[config.mk]
export PLATFORM = sky130hd
export DESIGN_NAME = busmaster
export DESIGN_NICKNAME = d
export VERILOG_FILES = /design/src/rtl/busmaster.sv
export SDC_FILE = /design/constraint.sdc
export NUM_CORES = 1
export LEC_CHECK = 0
export BUFFER_PORTS_ARGS = -buffer_cell sky130_fd_sc_hd__buf_4
export CAP_MARGIN = 15
export CORE_ASPECT_RATIO = 0.6
export CORE_MARGIN = 1
export CORE_UTILIZATION = 40
export CTS_BUF_LIST = sky130_fd_sc_hd__clkbuf_8
export CTS_CLUSTER_DIAMETER = 200
export DETAILED_ROUTE_END_ITERATION = 6
export GPL_TIMING_DRIVEN = 0
export MAX_ROUTING_LAYER = met4
export PLACE_DENSITY = 0.7
export SLEW_MARGIN = 15
export SYNTH_ARGS = -nofsm -noshare
export SYNTH_HDL_FRONTEND = slang
export SYNTH_SLANG_ARGS = --single-unit
[constraint.sdc]
create_clock -name CPU_CLK -period 4.68 [get_ports CPU_CLK]
set_clock_uncertainty 0.1 [all_clocks]
set_input_delay 0 -clock CPU_CLK [delete_from_list [all_inputs] [get_ports CPU_CLK]]
set_output_delay 0 -clock CPU_CLK [all_outputs]
set_load 0.01 [all_outputs]
[src/rtl/busmaster.sv]
// busmaster: 68030 bus master engine. Takes one read/write operand command,
// wins the bus through BR/BG/BGACK and runs one or more asynchronous
// AS/DS cycles. Port size comes from DSACK or STERM at termination.
// BERR aborts the operand. All bus-facing outputs come straight from flops.
module busmaster #(
    parameter logic [2:0] FC_SPACE = 3'b101
) (
    input  logic        CPU_CLK,
    input  logic        RESET,
    input  logic        cmd_valid,
    output logic        cmd_ready,
    input  logic        cmd_rnw,
    input  logic [1:0]  cmd_size,
    input  logic [31:0] cmd_addr,
    input  logic [31:0] cmd_wdata,
    output logic        rsp_valid,
    output logic [31:0] rsp_rdata,
    output logic        rsp_err,
    output logic        nBR,
    input  logic        nBG,
    output logic        nBGACK,
    output logic        BUS_OE,
    output logic [31:0] ADDR,
    output logic [1:0]  SIZ,
    output logic [2:0]  FC,
    output logic        RnW,
    output logic        nAS_O,
    output logic        nDS_O,
    input  logic        nAS_I,
    output logic [31:0] DATA_O,
    output logic        DATA_OE,
    input  logic [31:0] DATA_I,
    input  logic [1:0]  nDSACK,
    input  logic        nSTERM,
    input  logic        nBERR
);

    typedef enum logic [2:0] {
        S_IDLE,
        S_REQ,
        S_GRANT,
        S_ADDR,
        S_STRB,
        S_WAIT,
        S_END,
        S_RELEASE
    } state_t;

    state_t      r_state;
    state_t      w_state_next;

    // Operand bookkeeping
    logic [31:0] r_addr;      // address of the current sub-cycle (drives ADDR)
    logic [2:0]  r_rem;       // bytes still to move, 1..4 (low bits drive SIZ)
    logic [2:0]  r_moved;     // bytes moved by the sub-cycle that just ended
    logic [31:0] r_wdata;     // right-justified write operand
    logic [31:0] r_acc;       // right-justified read accumulator
    logic        r_rnw;
    logic        r_err;

    // Registered outputs
    logic        r_cmd_ready;
    logic        r_nbr;
    logic        r_nbgack;
    logic        r_bus_oe;
    logic        r_nas;
    logic        r_nds;
    logic        r_data_oe;
    logic [31:0] r_data_o;
    logic        r_rsp_valid;
    logic        r_rsp_err;
    logic [31:0] r_rsp_rdata;

    // Combinational helpers
    logic        w_handshake;
    logic        w_illegal;
    logic [2:0]  w_size_bytes;
    logic        w_term;
    logic        w_bus_free;
    logic [2:0]  w_port;
    logic [1:0]  w_offset;
    logic [2:0]  w_avail;
    logic [2:0]  w_moved;
    logic [31:0] w_acc_next;
    logic        w_err_out;

    // Places the remaining low bytes of the operand on the lanes so that any
    // port width and byte offset finds its bytes where it expects them.
    function automatic logic [31:0] place_wdata(input logic [31:0] d, input logic [2:0] rem);
        case (rem)
            3'd1:    place_wdata = {4{d[7:0]}};
            3'd2:    place_wdata = {2{d[15:0]}};
            3'd3:    place_wdata = {d[23:16], d[23:0]};
            default: place_wdata = d;
        endcase
    endfunction

    // Lane 0 is the most significant byte of the data bus.
    function automatic logic [7:0] lane_byte(input logic [31:0] d, input logic [1:0] lane);
        case (lane)
            2'd0:    lane_byte = d[31:24];
            2'd1:    lane_byte = d[23:16];
            2'd2:    lane_byte = d[15:8];
            default: lane_byte = d[7:0];
        endcase
    endfunction

    assign w_handshake = (r_state == S_IDLE) && cmd_valid;
    assign w_illegal   = (cmd_size == 2'b11)
                       || ((cmd_size == 2'b00) && (cmd_addr[1:0] != 2'b00))
                       || ((cmd_size == 2'b10) && cmd_addr[0]);
    assign w_term      = !nBERR || !nSTERM || (nDSACK != 2'b11);
    assign w_bus_free  = !nBG && nAS_I && (nDSACK == 2'b11) && nSTERM;
    assign w_err_out   = (r_state == S_IDLE) ? w_illegal : r_err;

    // Command size code to byte count
    always_comb begin
        case (cmd_size)
            2'b01:   w_size_bytes = 3'd1;
            2'b10:   w_size_bytes = 3'd2;
            default: w_size_bytes = 3'd4;
        endcase
    end

    // Port width from the termination, then bytes this sub-cycle can move
    always_comb begin
        w_port = 3'd1;
        if (!nSTERM || (nDSACK == 2'b00))
            w_port = 3'd4;
        else if (nDSACK == 2'b01)
            w_port = 3'd2;

        w_offset = 2'd0;
        if (w_port == 3'd4)
            w_offset = r_addr[1:0];
        else if (w_port == 3'd2)
            w_offset = {1'b0, r_addr[0]};

        w_avail = w_port - {1'b0, w_offset};
        w_moved = (r_rem < w_avail) ? r_rem : w_avail;
    end

    // Shift the bytes of this sub-cycle into the read accumulator
    always_comb begin
        w_acc_next = r_acc;
        for (int i = 0; i < 4; i++) begin
            if (3'(i) < w_moved)
                w_acc_next = {w_acc_next[23:0], lane_byte(DATA_I, w_offset + 2'(i))};
        end
    end

    // State register
    always_ff @(posedge CPU_CLK) begin
        if (RESET)
            r_state <= S_IDLE;
        else
            r_state <= w_state_next;
    end

    // Next-state logic
    always_comb begin
        w_state_next = r_state;
        case (r_state)
            S_IDLE:    if (cmd_valid) w_state_next = w_illegal ? S_RELEASE : S_REQ;
            S_REQ:     if (w_bus_free) w_state_next = S_GRANT;
            S_GRANT:   w_state_next = S_ADDR;
            S_ADDR:    w_state_next = S_STRB;
            S_STRB:    w_state_next = S_WAIT;
            S_WAIT:    if (w_term) w_state_next = S_END;
            S_END: begin
                if ((nDSACK == 2'b11) && nSTERM)
                    w_state_next = (!r_err && (r_rem != r_moved)) ? S_ADDR : S_RELEASE;
            end
            S_RELEASE: w_state_next = S_IDLE;
            default:   w_state_next = S_IDLE;
        endcase
    end

    // Operand datapath: latch on handshake, accumulate on termination,
    // advance address/count when another sizing sub-cycle follows
    always_ff @(posedge CPU_CLK) begin
        if (RESET) begin
            r_addr   <= 32'd0;
            r_rem    <= 3'd0;
            r_moved  <= 3'd0;
            r_wdata  <= 32'd0;
            r_acc    <= 32'd0;
            r_rnw    <= 1'b1;
            r_err    <= 1'b0;
            r_data_o <= 32'd0;
        end else begin
            if (w_handshake) begin
                r_addr   <= cmd_addr;
                r_rem    <= w_size_bytes;
                r_moved  <= 3'd0;
                r_wdata  <= cmd_wdata;
                r_acc    <= 32'd0;
                r_rnw    <= cmd_rnw;
                r_err    <= w_illegal;
                r_data_o <= place_wdata(cmd_wdata, w_size_bytes);
            end
            if ((r_state == S_WAIT) && w_term) begin
                r_moved <= w_moved;
                if (!nBERR)
                    r_err <= 1'b1;
                else
                    r_acc <= w_acc_next;
            end
            if ((r_state == S_END) && (w_state_next == S_ADDR)) begin
                r_addr   <= r_addr + {29'd0, r_moved};
                r_rem    <= r_rem - r_moved;
                r_data_o <= place_wdata(r_wdata, r_rem - r_moved);
            end
        end
    end

    // Strobes, enables and response registered from the next state
    always_ff @(posedge CPU_CLK) begin
        if (RESET) begin
            r_cmd_ready <= 1'b1;
            r_nbr       <= 1'b1;
            r_nbgack    <= 1'b1;
            r_bus_oe    <= 1'b0;
            r_nas       <= 1'b1;
            r_nds       <= 1'b1;
            r_data_oe   <= 1'b0;
            r_rsp_valid <= 1'b0;
            r_rsp_err   <= 1'b0;
            r_rsp_rdata <= 32'd0;
        end else begin
            r_cmd_ready <= (w_state_next == S_IDLE);
            r_nbr       <= (w_state_next != S_REQ);
            r_nbgack    <= !(w_state_next inside {S_GRANT, S_ADDR, S_STRB, S_WAIT, S_END});
            r_bus_oe    <= (w_state_next inside {S_ADDR, S_STRB, S_WAIT, S_END});
            r_nas       <= !(w_state_next inside {S_STRB, S_WAIT});
            r_nds       <= !(((w_state_next == S_STRB) && r_rnw) || (w_state_next == S_WAIT));
            r_data_oe   <= !r_rnw && (w_state_next inside {S_ADDR, S_STRB, S_WAIT, S_END});
            r_rsp_valid <= (w_state_next == S_RELEASE);
            r_rsp_err   <= (w_state_next == S_RELEASE) && w_err_out;
            if (w_state_next == S_RELEASE)
                r_rsp_rdata <= r_acc;
        end
    end

    assign cmd_ready = r_cmd_ready;
    assign rsp_valid = r_rsp_valid;
    assign rsp_rdata = r_rsp_rdata;
    assign rsp_err   = r_rsp_err;
    assign nBR       = r_nbr;
    assign nBGACK    = r_nbgack;
    assign BUS_OE    = r_bus_oe;
    assign ADDR      = r_addr;
    assign SIZ       = r_rem[1:0];
    assign FC        = FC_SPACE;
    assign RnW       = r_rnw;
    assign nAS_O     = r_nas;
    assign nDS_O     = r_nds;
    assign DATA_O    = r_data_o;
    assign DATA_OE   = r_data_oe;

endmodule

# Word-level counts from Yosys, hierarchy flattened
# Cells that the tools add are included.
[totals] regBits=180 input_bits=108 output_inout_bits=111
[classes] addsub=6 n_lt_le_gt_ge=5 n_eq_ne=38 n_mux=38 n_reduce_logical=41
[ops] cell="2-to-1 mux 32 bit" n=11
[ops] cell="one-hot mux 32 bit (3 select lines)" n=2
[ops] cell="one-hot mux 8 bit (3 select lines)" n=4
[ops] cell="2-to-1 mux 3 bit" n=12
[ops] cell="adder 32 x 3 -> 32 bit" n=1
[ops] cell="equality test 3 x 2 -> 1 bit (second input constant)" n=9
[ops] cell="equality test 3 bit (second input constant)" n=9
[ops] cell="one-hot mux 3 bit (8 select lines)" n=1
[ops] cell="equality test 2 bit (second input constant)" n=7
[ops] cell="logical AND 1 bit" n=13
[ops] cell="equality test 2 x 1 -> 1 bit (second input constant)" n=6
[ops] cell="logical NOT 2 bit" n=6
[ops] cell="equality test 3 x 1 -> 1 bit (second input constant)" n=3
[ops] cell="logical NOT 1 bit" n=8
[ops] cell="nonzero test 2 bit" n=4
[ops] cell="logical NOT 3 bit" n=2
[ops] cell="logical OR 1 bit" n=6
[ops] cell="< comparator 1 x 3 -> 1 bit (first input constant)" n=2
[ops] cell="< comparator 2 x 3 -> 1 bit (first input constant)" n=2
[ops] cell="!= test 6 bit (second input constant)" n=1
[ops] cell="one-hot mux 3 bit (2 select lines)" n=1
[ops] cell="2-to-1 mux 1 bit" n=5
[ops] cell="nonzero test 5 bit" n=1
[ops] cell="adder 2 bit (second input constant)" n=2
[ops] cell="other kinds (9)" n=10

# Depth between registers and ports, before layout
[depth] word_depth=16 ltp_mapped=17

# Worst setup path before layout
# OpenSTA, ideal clock, no wires.
[synth_path] kind="reg-to-reg" startpoint="reg r_addr[0], in the netlist ADDR[0]" endpoint="reg r_acc[28]" arrival_ns=3.955 required_time_ns=4.458 setup_slack_ns=0.504 path_stages_with_launch=15 n_path_buf=3 synth_period_minus_slack_ns=4.176 path_cell_list="dfxtp_1 buf_2 a21boi_1 clkbuf_1 ha_1 inv_1 fa_1 inv_1 ha_1 nor2b_1 a311oi_4 mux2i_2 buf_2 mux4_2 a221o_1"
[synth_between] elab_chain_cells=12 word_cells_on_any_way=20 cone_classes="add/sub: 1; order compare: 5; eq/ne: 3; mux: 10; reduce/logical: 1"
[synth_rtl] element="start, declared" line_no="53" rtl="logic [31:0] r_addr;"
[synth_rtl] element="start signal, assigned" line_no="193" rtl="r_addr <= cmd_addr;"
[synth_rtl] element="start signal, assigned" line_no="210" rtl="r_addr <= r_addr + {29'd0, r_moved};"
[synth_rtl] element="2-to-1 mux 1 bit" line_no="136" rtl="else if (w_port == 3'd2)"
[synth_rtl] element="2-to-1 mux 2 bit *" line_no="134" rtl="if (w_port == 3'd4)"
[synth_rtl] element="subtractor 3 x 2 -> 3 bit" line_no="139" rtl="w_avail = w_port - {1'b0, w_offset};"
[synth_rtl] element="< comparator 3 bit" line_no="140" rtl="w_moved = (r_rem < w_avail) ? r_rem : w_avail;"
[synth_rtl] element="2-to-1 mux 3 bit" line_no="140"
[synth_rtl] element="< comparator 1 x 3 -> 1 bit" line_no="147" rtl="if (3'(i) < w_moved)"
[synth_rtl] element="2-to-1 mux 32 bit (4 in series)" line_no="147"
[synth_rtl] element="2-to-1 mux 32 bit" line_no="204" rtl="if (!nBERR)"
[synth_rtl] element="2-to-1 mux 32 bit" line_no="202" rtl="if ((r_state == S_WAIT) && w_term) begin"
[synth_rtl] element="end signal, assigned" line_no="207" rtl="r_acc <= w_acc_next;"
[synth_rtl] element="end, declared" line_no="57" rtl="logic [31:0] r_acc;"
# Every way passes the cells marked *; elsewhere a longest branch is shown, timed or not. The select of a mux whose other input is x is not followed.
# A chain may end at the register's enable or synchronous reset.

# Final worst setup path
[layout_path] startpoint="reg r_addr[0], in the netlist ADDR[0]" endpoint="reg r_acc[12]"
[layout_between] elab_chain_cells=12 word_cells_on_any_way=29 cone_classes="add/sub: 3; order compare: 5; eq/ne: 6; mux: 12; reduce/logical: 3"
[layout_rtl] element="2-to-1 mux 1 bit" line_no="136"
[layout_rtl] element="2-to-1 mux 2 bit *" line_no="134"
[layout_rtl] element="subtractor 3 x 2 -> 3 bit" line_no="139"
[layout_rtl] element="< comparator 3 bit" line_no="140"
[layout_rtl] element="2-to-1 mux 3 bit" line_no="140"
[layout_rtl] element="< comparator 1 x 3 -> 1 bit" line_no="147"
[layout_rtl] element="2-to-1 mux 32 bit (3 in series)" line_no="147"
[layout_rtl] element="2-to-1 mux 32 bit *" line_no="147"
[layout_rtl] element="2-to-1 mux 32 bit *" line_no="204"
[layout_rtl] element="2-to-1 mux 32 bit *" line_no="202"
# Marks and branches as above.

==> results.json <==
{
  "wl_per_cell_um": 24.1,
  "crit_arrival_ns": 4.84,
  "viasPerCell": 6.27,
  "critPathBufInv": 6,
  "io_buffers": 214,
  "required_ns": 4.98,
  "grt_util_all_layers": 0.367,
  "first_pass_iters": 6,
  "synthTopCellsByArea": "dfxtp_1, nand2_1, a21oi_1",
  "slew_headroom": 0.215,
  "ys_seq_area_frac": 0.344,
  "path_cells": "buf_2 > a21boi_4 > clkbuf_4 > ha_1 > inv_1 > fa_1 > inv_1 > ha_1 > a311oi_4 > mux2_2 > buf_2 > buf_2 > a21oi_1 > o21ai_0 > a221o_1",
  "ioPinCount": 219,
  "final_nets": 1790,
  "initial_core_util": 0.410,
  "whs_path_depth": 4,
  "yosysMostFrequentCell": "nand2_1",
  "r2r_end": "r_acc[12]$_SDFF_PP0_",
  "cts.clk_slew.worst_paths_ns": 0.11,
  "setup_viol": 0,
  "cts_num_sinks": 180,
  "ys.flop_type": "dfxtp_1",
  "first_iter_violations": 1875,
  "power_density_nw_per_um2": 304,
  "hold_viol": 0,
  "synth_edf_count": 0,
  "drc": 0,
  "syn_area_sq_um": 10500,
  "grt_max_degree": 19,
  "power.total_uw": 4250,
  "place_congestion": 0.994,
  "crit_top_cell": "buf_2",
  "path_class": "flop to flop",
  "worstHoldStart": "DATA_I[4]",
  "hold_path_class": "input port to flop",
  "period_needed_ns": 4.54,
  "area_growth_pct": 33.6,
  "critPathTopFamily": "compound AO/OA/AOI/OAI gates",
  "r2r_cells": 15,
  "async_reset_ff_frac": 0,
  "die-area_sq_um": 26800,
  "worstSkewPairLatency_ns": 0.52,
  "status": "finished clean",
  "synth_cells": 1332,
  "die_x_um": 211,
  "peakVddDrop_uv": 203,
  "finalWirelength_um": 48900,
  "slowest_stage": "fa_1",
  "yosysTopAreaCell": "dfxtp_1",
  "r2r-start": "ADDR[0]$_SDFFE_PP0P_",
  "cts_buffers": 17,
  "gr-total-overflow": 0,
  "place_ws_ns": -0.636,
  "place_hpwl_um": 36300,
  "rsz0062_at_grt": "false",
  "finalWorstSetupSlack_ns": 0.141,
  "grt_pass1_vias": 11400,
  "synth_cell_types": 79,
  "drive_gt1_frac": 0.200,
  "placeableCoreArea_sq_um": 25500,
  "cts_tree": "done",
  "clk_path_buf_depth": 2,
  "critPathMaxStageDelay_ns": 0.60,
  "vias": 12700,
  "yosys.area.top_type_share": 0.344,
  "r2r_setup_slack_ns": 0.14,
  "critPathCaptureType": "flop",
  "min_period_over_period": 0.970,
  "hold_end": "r_acc[4]$_SDFF_PP0_",
  "cap_viol_max_count": 0,
  "grt_first_pass_wirelength_um": 71600,
  "drv_slew": 0,
  "die_h_um": 127,
  "ys_warn_count": 0,
  "start_kind": "flop",
  "power_leakage_uw": 0.00553,
  "antenna_found_initial": 1,
  "syn_area_per_cell_sq_um": 7.86,
  "root_buffer": "clkbuf_8",
  "ant_nets": 0,
  "cp_max_fo": 10,
  "synth_common_cells": "nand2_1, dfxtp_1, a21oi_1, nor2_1, clkbuf_1",
  "cts_max_level": 4,
  "fmaxAchievable_mhz": 220,
  "synth_seq_cells": 180,
  "tightest_slew_ns": 1.17,
  "core.rowCount": 45
}
-- routing by layer --
layer | GRT usage | up-vias | wire length [um]
met4 | 0.0763 | 0 | 618
met5 | - | - | 0
met2 | 0.454 | 973 | 18200
met1 | 0.561 | 6040 | 22800
li1 | - | 5651 | -
met3 | 0.114 | 61 | 7300
-- stage by stage --
stage               TNS [ns]  hold WS (ns)  utilization  cells  instance area [sq um]
floorplan                  0      -0.00826            -   1333                  10500
global placement      -12.58         0.130        0.491   1899                  12500
detailed placement    -12.76         0.129        0.491   1899                  12500
CTS                        0       0.00289        0.546   2026                  13900
global route               0        0.0624        0.548   2030                  14000
finish                     0        0.0288        0.548   2030                  14000
-- kinds of logic after synthesis --
group                    synth area share
AO/OA/AOI/OAI                       0.309
AND/OR/NAND/NOR                     0.200
flip-flops                          0.344
buffers and inverters              0.0531
multiplexers                       0.0634
adder cells (fa/ha/maj)            0.0237
XOR/XNOR                          0.00562
other                            0.000718
-- worst register-to-register path: cells and delay by family (launching register included) --
kind	cells	cell delay, ns
muxes	1	0.38
buffers and inverters	6	1.11
adders and majority gates	3	1.10
DFF	1	0.41
AOI/OAI and AO/OA	5	1.32
-- where the power goes --
part	internal (uW)	switching, uW
Combinational	502	842
Clock	479	701
Sequential	1620	106
Total	2610	1650
-- placed cells by master, fill, tap and decap left out, types with 15 or more instances in the layout --
cell           count
dfxtp_1          178
clkbuf_8          19
buf_2             23
dlygate4sd3_1     88
ha_1              15
a22oi_1           31
clkbuf_1          63
nor4_1            15
o21ai_0           57
inv_1             23
a221oi_1          18
o211ai_1          17
o22ai_1           19
nor2_1           104
a211oi_1          16
nand3_1           35
buf_4            229
nor3_1            28
mux2_2            15
and3_1            23
nand2_1          191
a31oi_1           38
mux2i_1           39
a22o_1            37
a21oi_1          126
-- registers in the layout, indices dropped and copies added, names as in the netlist, 3 cells and up --
register	count
r_state	3
r_wdata	32
r_acc	32
r_moved	3
DATA_O	32
rsp_rdata	32
ADDR	32
r_rem	3
-- timing repair --
action                                  4_1_cts  5_1_grt
hold buffers                                 88        0
pin swaps                                     1        1
endpoints found under the hold margin       120        0
buffers inserted                              7        3
resized for setup                            14       12
endpoints found under the setup margin       34       33
-- cell type report --
type                       instances  area (sq um)
sequential                       180          3610
multi-input combinational       1020          6380
clock buffer                      19           262
timing repair buffer             312          2560
tap                              352           440
antenna                            1          2.50
inverter                          25          97.6
fill                            2474         11500
buffer                           108           473
clock inverter                    13           159
-- worst max path at each step --
stage	from	endpoint	slack, ns	cells after the start
after CTS	ADDR[0]$_SDFFE_PP0P_	r_acc[12]$_SDFF_PP0_	0.02	15
after global placement	ADDR[0]$_SDFFE_PP0P_	r_acc[25]$_SDFFE_PP0P_	-0.56	14
after detailed placement	ADDR[0]$_SDFFE_PP0P_	r_acc[25]$_SDFFE_PP0P_	-0.64	14
after global routing	ADDR[0]$_SDFFE_PP0P_	r_acc[12]$_SDFF_PP0_	0.03	15
after floorplan	ADDR[0]$_SDFFE_PP0P_	r_acc[28]$_SDFFE_PP0P_	0.50	14
final	ADDR[0]$_SDFFE_PP0P_	r_acc[12]$_SDFF_PP0_	0.14	15
(Power assumes the default switching activity.)
